**src/rtl/sha256d_round_sequencer_if.sv**
```systemverilog
// rtl/sha256d_round_sequencer_if.sv - host-side start, message stream and digest bundle
interface sha256d_round_sequencer_if;
  logic         start;
  logic         busy;
  logic [31:0]  msg_data;
  logic         msg_valid;
  logic         msg_ready;
  logic [255:0] digest;
  logic         digest_valid;

  modport master (
    output start, msg_data, msg_valid,
    input  busy, msg_ready, digest, digest_valid
  );

  modport slave (
    input  start, msg_data, msg_valid,
    output busy, msg_ready, digest, digest_valid
  );
endinterface

```
**src/rtl/sha256d_round_sequencer.sv**
```systemverilog
// rtl/sha256d_round_sequencer.sv - sequences three SHA-256 passes for a double hash of an 80-byte header
module sha256d_round_sequencer #(
  parameter int WORDS    = 16,
  parameter int LAST_SEL = 65
) (
  input  logic                     clk,
  input  logic                     rst_n,
  sha256d_round_sequencer_if.slave host,
  input  logic [255:0]             i_state_in,
  output logic [6:0]               o_select,
  output logic                     o_control,
  output logic [1:0]               o_block,
  output logic [5:0]               o_k_addr,
  output logic [31:0]              o_message_in,
  output logic [31:0]              o_message_hash,
  output logic [255:0]             o_h_out
);
  localparam int              CW        = $clog2(WORDS + 1);
  localparam int              IW        = $clog2(WORDS);
  localparam logic [CW-1:0]   LAST_WORD = CW'(WORDS - 1);
  localparam logic [6:0]      SEL_LAST  = 7'(LAST_SEL);
  localparam logic [6:0]      SEL_WORDS = 7'(WORDS);
  localparam logic [255:0]    IV        = 256'h6a09e667_bb67ae85_3c6ef372_a54ff53a_510e527f_9b05688c_1f83d9ab_5be0cd19;

  typedef enum logic [2:0] {S_IDLE, S_LOAD, S_RUN, S_ADD, S_DONE} state_t;

  state_t         r_state;
  logic [CW-1:0]  r_count;
  logic [31:0]    r_buf [WORDS];
  logic [6:0]     r_select;
  logic           r_control;
  logic [1:0]     r_block;
  logic [255:0]   r_h;
  logic [255:0]   r_mid;
  logic [255:0]   r_digest;
  logic           r_digest_valid;
  logic           r_busy;
  logic           r_msg_ready;

  logic [255:0]   w_sum;
  logic [31:0]    w_mid_word;
  logic           w_accept;

  assign w_accept = (r_state == S_LOAD) && r_msg_ready && host.msg_valid;

  // Feed-forward: eight independent 32-bit adds, carries never cross word boundaries.
  always_comb begin
    w_sum = '0;
    for (int i = 0; i < 8; i++) begin
      w_sum[i*32 +: 32] = r_h[i*32 +: 32] + i_state_in[i*32 +: 32];
    end
  end

  always_comb begin
    w_mid_word = '0;
    for (int i = 0; i < 8; i++) begin
      if (r_select[2:0] == 3'(i)) w_mid_word = r_mid[255 - 32*i -: 32];
    end
  end

  always_comb begin
    o_k_addr       = '0;
    o_message_in   = '0;
    o_message_hash = '0;
    if (r_state == S_RUN) begin
      // select 64 wraps to 63 in six bits, so one subtract covers rounds 1..64.
      if (r_select != 7'd0 && r_select <= 7'd64) o_k_addr = r_select[5:0] - 6'd1;
      if (r_select < SEL_WORDS) o_message_in = r_buf[r_select[IW-1:0]];
      if (r_block == 2'd2) begin
        if (r_select < 7'd8)        o_message_hash = w_mid_word;
        else if (r_select == 7'd8)  o_message_hash = 32'h8000_0000;
        else if (r_select == 7'd15) o_message_hash = 32'h0000_0100;
      end
    end
  end

  always_ff @(posedge clk) begin
    if (w_accept) r_buf[r_count[IW-1:0]] <= host.msg_data;
  end

  always_ff @(posedge clk or negedge rst_n) begin
    if (!rst_n) begin
      r_state        <= S_IDLE;
      r_count        <= '0;
      r_select       <= '0;
      r_control      <= 1'b0;
      r_block        <= '0;
      r_h            <= IV;
      r_mid          <= '0;
      r_digest       <= '0;
      r_digest_valid <= 1'b0;
      r_busy         <= 1'b0;
      r_msg_ready    <= 1'b0;
    end else begin
      case (r_state)
        S_IDLE: begin
          if (host.start) begin
            r_busy      <= 1'b1;
            r_block     <= 2'd0;
            r_h         <= IV;
            r_count     <= '0;
            r_msg_ready <= 1'b1;
            r_state     <= S_LOAD;
          end
        end
        S_LOAD: begin
          if (w_accept) begin
            r_count <= r_count + 1'b1;
            if (r_count == LAST_WORD) begin
              r_msg_ready <= 1'b0;
              r_select    <= '0;
              r_control   <= 1'b1;
              r_state     <= S_RUN;
            end
          end
        end
        S_RUN: begin
          r_control <= 1'b0;
          if (r_select == SEL_LAST) begin
            r_select <= '0;
            r_state  <= S_ADD;
          end else begin
            r_select <= r_select + 7'd1;
          end
        end
        S_ADD: begin
          r_h <= w_sum;
          case (r_block)
            2'd0: begin
              r_block     <= 2'd1;
              r_count     <= '0;
              r_msg_ready <= 1'b1;
              r_state     <= S_LOAD;
            end
            2'd1: begin
              // Second hash restarts from IV over the first digest; no host words needed.
              r_mid     <= w_sum;
              r_h       <= IV;
              r_block   <= 2'd2;
              r_select  <= '0;
              r_control <= 1'b1;
              r_state   <= S_RUN;
            end
            default: begin
              r_digest       <= w_sum;
              r_digest_valid <= 1'b1;
              r_state        <= S_DONE;
            end
          endcase
        end
        S_DONE: begin
          r_digest_valid <= 1'b0;
          r_busy         <= 1'b0;
          r_block        <= 2'd0;
          r_state        <= S_IDLE;
        end
        default: r_state <= S_IDLE;
      endcase
    end
  end

  assign o_select          = r_select;
  assign o_control         = r_control;
  assign o_block           = r_block;
  assign o_h_out           = r_h;
  assign host.busy         = r_busy;
  assign host.msg_ready    = r_msg_ready;
  assign host.digest       = r_digest;
  assign host.digest_valid = r_digest_valid;
endmodule

```
**src/flat_wrapper.sv**
```systemverilog
// flat-port wrapper written by rule: the top's interface ports become plain ports
module sha256d_round_sequencer_flat 
#(
  parameter int WORDS    = 16,
  parameter int LAST_SEL = 65
)
  (clk, rst_n, i_state_in, o_select, o_control, o_block, o_k_addr, o_message_in, o_message_hash, o_h_out, host_start, host_msg_data, host_msg_valid, host_busy, host_msg_ready, host_digest, host_digest_valid);
  sha256d_round_sequencer_if host_i ();
  input  logic clk;
  input  logic rst_n;
  input  logic [255:0] i_state_in;
  output logic [6:0] o_select;
  output logic o_control;
  output logic [1:0] o_block;
  output logic [5:0] o_k_addr;
  output logic [31:0] o_message_in;
  output logic [31:0] o_message_hash;
  output logic [255:0] o_h_out;
  input wire logic [$bits(host_i.start)-1:0] host_start;
  input wire logic [$bits(host_i.msg_data)-1:0] host_msg_data;
  input wire logic [$bits(host_i.msg_valid)-1:0] host_msg_valid;
  output wire logic [$bits(host_i.busy)-1:0] host_busy;
  output wire logic [$bits(host_i.msg_ready)-1:0] host_msg_ready;
  output wire logic [$bits(host_i.digest)-1:0] host_digest;
  output wire logic [$bits(host_i.digest_valid)-1:0] host_digest_valid;
  assign host_i.start = host_start;
  assign host_i.msg_data = host_msg_data;
  assign host_i.msg_valid = host_msg_valid;
  assign host_busy = host_i.busy;
  assign host_msg_ready = host_i.msg_ready;
  assign host_digest = host_i.digest;
  assign host_digest_valid = host_i.digest_valid;
  sha256d_round_sequencer #(.WORDS(WORDS), .LAST_SEL(LAST_SEL)) u_core (.clk(clk), .rst_n(rst_n), .host(host_i), .i_state_in(i_state_in), .o_select(o_select), .o_control(o_control), .o_block(o_block), .o_k_addr(o_k_addr), .o_message_in(o_message_in), .o_message_hash(o_message_hash), .o_h_out(o_h_out));
endmodule
```
**config.mk**
```make
export PLATFORM = sky130hd
export DESIGN_NAME = sha256d_round_sequencer_flat
export DESIGN_NICKNAME = d
export VERILOG_FILES = /design/src/rtl/sha256d_round_sequencer_if.sv /design/src/rtl/sha256d_round_sequencer.sv /design/src/flat_wrapper.sv
export SDC_FILE = /design/constraint.sdc
export NUM_CORES = 2
export LEC_CHECK = 0
export ABC_AREA = 0
export CAP_MARGIN = 20
export CORE_UTILIZATION = 40
export CTS_BUF_LIST = sky130_fd_sc_hd__clkbuf_4
export CTS_CLUSTER_DIAMETER = 60
export CTS_CLUSTER_SIZE = 25
export DETAILED_ROUTE_END_ITERATION = 10
export GPL_TIMING_DRIVEN = 1
export PLACE_DENSITY = 0.66
export SYNTH_ARGS = -nofsm -noshare
export SYNTH_HDL_FRONTEND = slang
export SYNTH_SLANG_ARGS = --single-unit
```
**constraint.sdc**
```tcl
create_clock -name clk -period 3.7 [get_ports clk]
set_clock_uncertainty 0.1 [all_clocks]
set_input_delay 0.74 -clock clk [delete_from_list [all_inputs] [get_ports clk]]
set_output_delay 0.74 -clock clk [all_outputs]
set_load 0.005 [all_outputs]
```
==> impl_metrics.toml <==
[yosys]
synthesis.nets = 6080
yosysUniqueCellTypes = 89
synth_top_area_share = 0.261
synth-async-reset-ratio = 0.606
yosysSeqAreaShare = 0.563
syn_area_per_cell_um2 = 11.4
yosysWarnings = 0
synth_edf_count = 512
ys_top_cells_by_area = "dfrtp_1 26%, edfxtp_1 25%, mux4_2 5.7%, dfstp_2 5.7%, nand2_1 5.3%"
yosys.area.top_type = "dfrtp_1"
synth-seq-cells = 1301
ys.flop_type = "dfrtp_1"
syn_inst = 5520
synthesis.area_mm2 = 0.0627

[setup_path]
r2r_slack_ns = 0.20
critPathCaptureType = "output pin"
crit_family = "compound AO/OA/AOI/OAI gates"
crit_slowest_cell = "dfrtp_4"
worst-path-buf-inv = 4
r2r_end = "u_core.r_mid[30]$_DFFE_PN0P_"
cp_data_arrival_time_ns = 3.93
crit_fanout = 5
slowest_delay_ns = 0.56
cp.required_ns = 2.86
start_kind = "register"
r2r-start = "u_core.o_h_out[0]$_DFFE_PN1P_"
crit_top_cell = "buf_12"
worst-r2r-cell-count = 13
path_class = "reg2out"
cp_cell_sequence = "ha_4 > nor2b_4 > buf_12 > buf_12 > buf_12 > a221oi_4 > o311ai_2 > o21ai_2 > nor2_1 > a21oi_2 > a21oi_2 > a22o_1 > buf_2"

[floorplanning]
dieArea_mm2 = 0.158
coreArea_mm2 = 0.155
die_h_um = 398
die_x_um = 398
num_io_pins = 887
placementRows = 144
start_util = 0.405

[timing]
fmax_ghz = 0.209
slew_viol_final = 0
worst_slack_ns = -1.07
hold_viol = 0
rsz0062_at_grt = "true"
layout_min_cycle_time_ns = 4.77
slew_headroom = 0.201
setup_violations = 69
worstMarginPinSlew_ns = 1.20
finalCritPeriodShare = 1.29

[final_layout]
final_layout_size_suffix_gt1_frac = 0.229
nFillCells = 13300
nets = 7597
area_delta_synth_final_pct = 34.1
fin_area_mm2 = 0.0840

[placed_design]
place_congestion = 0.950
portBuffers = 886
place_area_mm2 = 0.0792
dpl.hpwl_um = 184000

[hold_path]
min-delay-start = "host_start"
worstHoldEndpoint = "u_core.host.busy$_DFFE_PN0P_"
min_path_cells = 3
min_path_type = "in2reg"

[global_routing]
grt_overflow_total = 0
grt_usage = 0.310
grt_pass1_wl_um = 357000
antenna_found_initial = 52
grt_max_degree = 225
grt_pass1_vias = 50200

[outcome]
violations = "setup timing"
outcome = "finished with violations"

[clock_tree]
cts_made_buffers = 111
ctsHtreeMaxLevel = 3
insertion_delay_ns = 1.25
clock-sinks = 1301
cts_tree = "yes"
clk_path_buf_depth = 3
cts.clk_slew.worst_paths_ns = 0.19
cts_root_buffer = "clkbuf_4"

[power_and_ir_drop]
p_int_w = 0.0427
ir_worst_vdd_mv = 0.468
p_per_area_mw_per_mm2 = 883
p_total_w = 0.0742
p_switching_w = 0.0315
pwr-share-comb = 0.577
seq_power_share = 0.312
swShare = 0.425
power.share.clock = 0.111
p_leak_nw = 35.0

[detailed_routing]
detail_route.wl_per_cell_um = 27.3
drt_iter0_markers = 4446
viasPerCell = 5.60
postRouteAntennaNets = 0
drc = 0
dr.pass1.iters = 6
vias = 51500
postRouteWirelength_um = 251000

[run]
max_cap_viol_count = 0
per-stage QoR:
step | worst slack (ns) | hold WS, ns | util | std cells | setup TNS, ns
CTS | -1.23 | 0.0286 | 0.541 | 9168 | -67.72
finish | -1.07 | 0.163 | 0.543 | 9207 | -57.17
detailed placement | -0.862 | 0.362 | 0.512 | 8880 | -101.65
global route | -1.27 | 0.111 | 0.543 | 9200 | -71.22
floorplan | 0.0485 | 0.339 | - | 5520 | 0
global placement | -0.858 | 0.356 | 0.512 | 8880 | -93.44
layer usage:
metal,up-vias,routed length (um),GRT usage
li1,23300,-,-
met1,25600,98400,0.393
met2,2090,116000,0.491
met3,512,20600,0.0730
met4,38,15800,0.168
met5,-,258,0
how the worst max path moves through the flow:
stage	from	endpoint	slack [ns]	cells after the start
3_3_place_gp	u_core.o_select[1]$_DFFE_PN0P_	o_message_hash[28]	-0.86	13
2_1_floorplan	u_core.o_select[1]$_DFFE_PN0P_	o_message_hash[30]	0.05	13
3_5_place_dp	u_core.o_select[1]$_DFFE_PN0P_	o_message_hash[28]	-0.86	13
5_1_grt	u_core.o_select[1]$_DFFE_PN0P_	o_message_hash[31]	-1.27	15
4_1_cts	u_core.o_select[1]$_DFFE_PN0P_	o_message_hash[11]	-1.23	14
6_report	u_core.o_select[0]$_DFFE_PN0P_	o_message_hash[28]	-1.07	13
power groups by stage:
| stage | registers [W] | clock network [W] | logic (W) |
|---|---|---|---|
| 2_1_floorplan | 0.0221 | 0 | 0.0173 |
| 3_3_place_gp | 0.0231 | 0 | 0.0390 |
| 3_5_place_dp | 0.0232 | 0 | 0.0393 |
| 4_1_cts | 0.0231 | 0.00842 | 0.0423 |
| 5_1_grt | 0.0235 | 0.00891 | 0.0456 |
| 6_report | 0.0232 | 0.00824 | 0.0428 |
sequential cells by signal (all words and copies together), names as in the netlist:
register and count:
u_core.r_buf 512, u_core.r_count 5, u_core.host.busy 1, u_core.o_h_out 256
u_core.o_block 2, u_core.host.msg_ready 1, u_core.r_state 3, u_core.o_select 7
u_core.r_mid 256, u_core.host.digest_valid 1, u_core.host.digest 256, u_core.o_control 1
layout by cell type, fill, tap and decap left out, drive strengths merged, types with 143 or more instances in the layout:
cell type / count
inv: 143
o21ai: 644
buf: 854
edfxtp: 512
ha: 260
a21oi: 379
nand2: 883
mux4: 160
clkdlybuf4s50: 814
dfrtp: 653
nor2: 322
worst min-delay path, delay by kind of cell:
| family | cells | cell delay, ns |
|---|---|---|
| AO/OA/AOI/OAI | 2 | 0.21 |
| buffers and inverters | 1 | 0.49 |
final cells by class:
type / count / area (um^2) / share of cell area
Antenna cell: 30 / 75.1 / 0.000893
Clock buffer: 119 / 893 / 0.0106
Clock inverter: 90 / 1110 / 0.0132
Inverter: 97 / 374 / 0.00445
Multi-Input combinational cell: 3841 / 27500 / 0.327
Sequential cell: 1301 / 35300 / 0.420
Tap cell: 2044 / 2560 / 0.0304
Timing Repair Buffer: 1685 / 16300 / 0.194
cells in the mapped netlist, types with 34 or more instances:
library cell  count
a21oi_1         376
nand3_1          49
nand2_1         883
nor2_1          322
a221oi_1         39
edfxtp_1        512
clkbuf_1        240
a22o_1           57
mux2_2           36
nor2b_1          61
mux4_2          160
xor2_1           89
dfrtp_1         653
o21bai_1         43
o21ai_0         613
nand2b_1         42
nor3_1           49
dfstp_2         136
a31oi_1          34
o22a_1           37
ha_1            260
o311ai_0         34
xnor2_1         128
inv_1            97
a21o_1          115
timing repair:
| action | in CTS | in global routing |
|---|---|---|
| setup endpoints to repair | 73 | 89 |
| buffers inserted | 64 | 13 |
| gates resized for setup | 657 | 67 |
| pin swaps | 108 | 59 |
| hold endpoints to repair | 495 | 0 |
| hold buffers | 3 | 0 |
| cloned | 19 | 1 |
kinds of logic (layout without fill, tap and decap cells):
group	Yosys count	count (layout)	share of synthesized area
buf+inv	378	1991	0.0229
compound gates	1591	1591	0.156
mux	201	201	0.0648
xor+xnor	220	220	0.0314
simple gates	1561	1561	0.107
other cells	0	30	0
fa+ha+maj	268	268	0.0545
flops	1301	1301	0.563
Power figures use the tool's default switching activity.
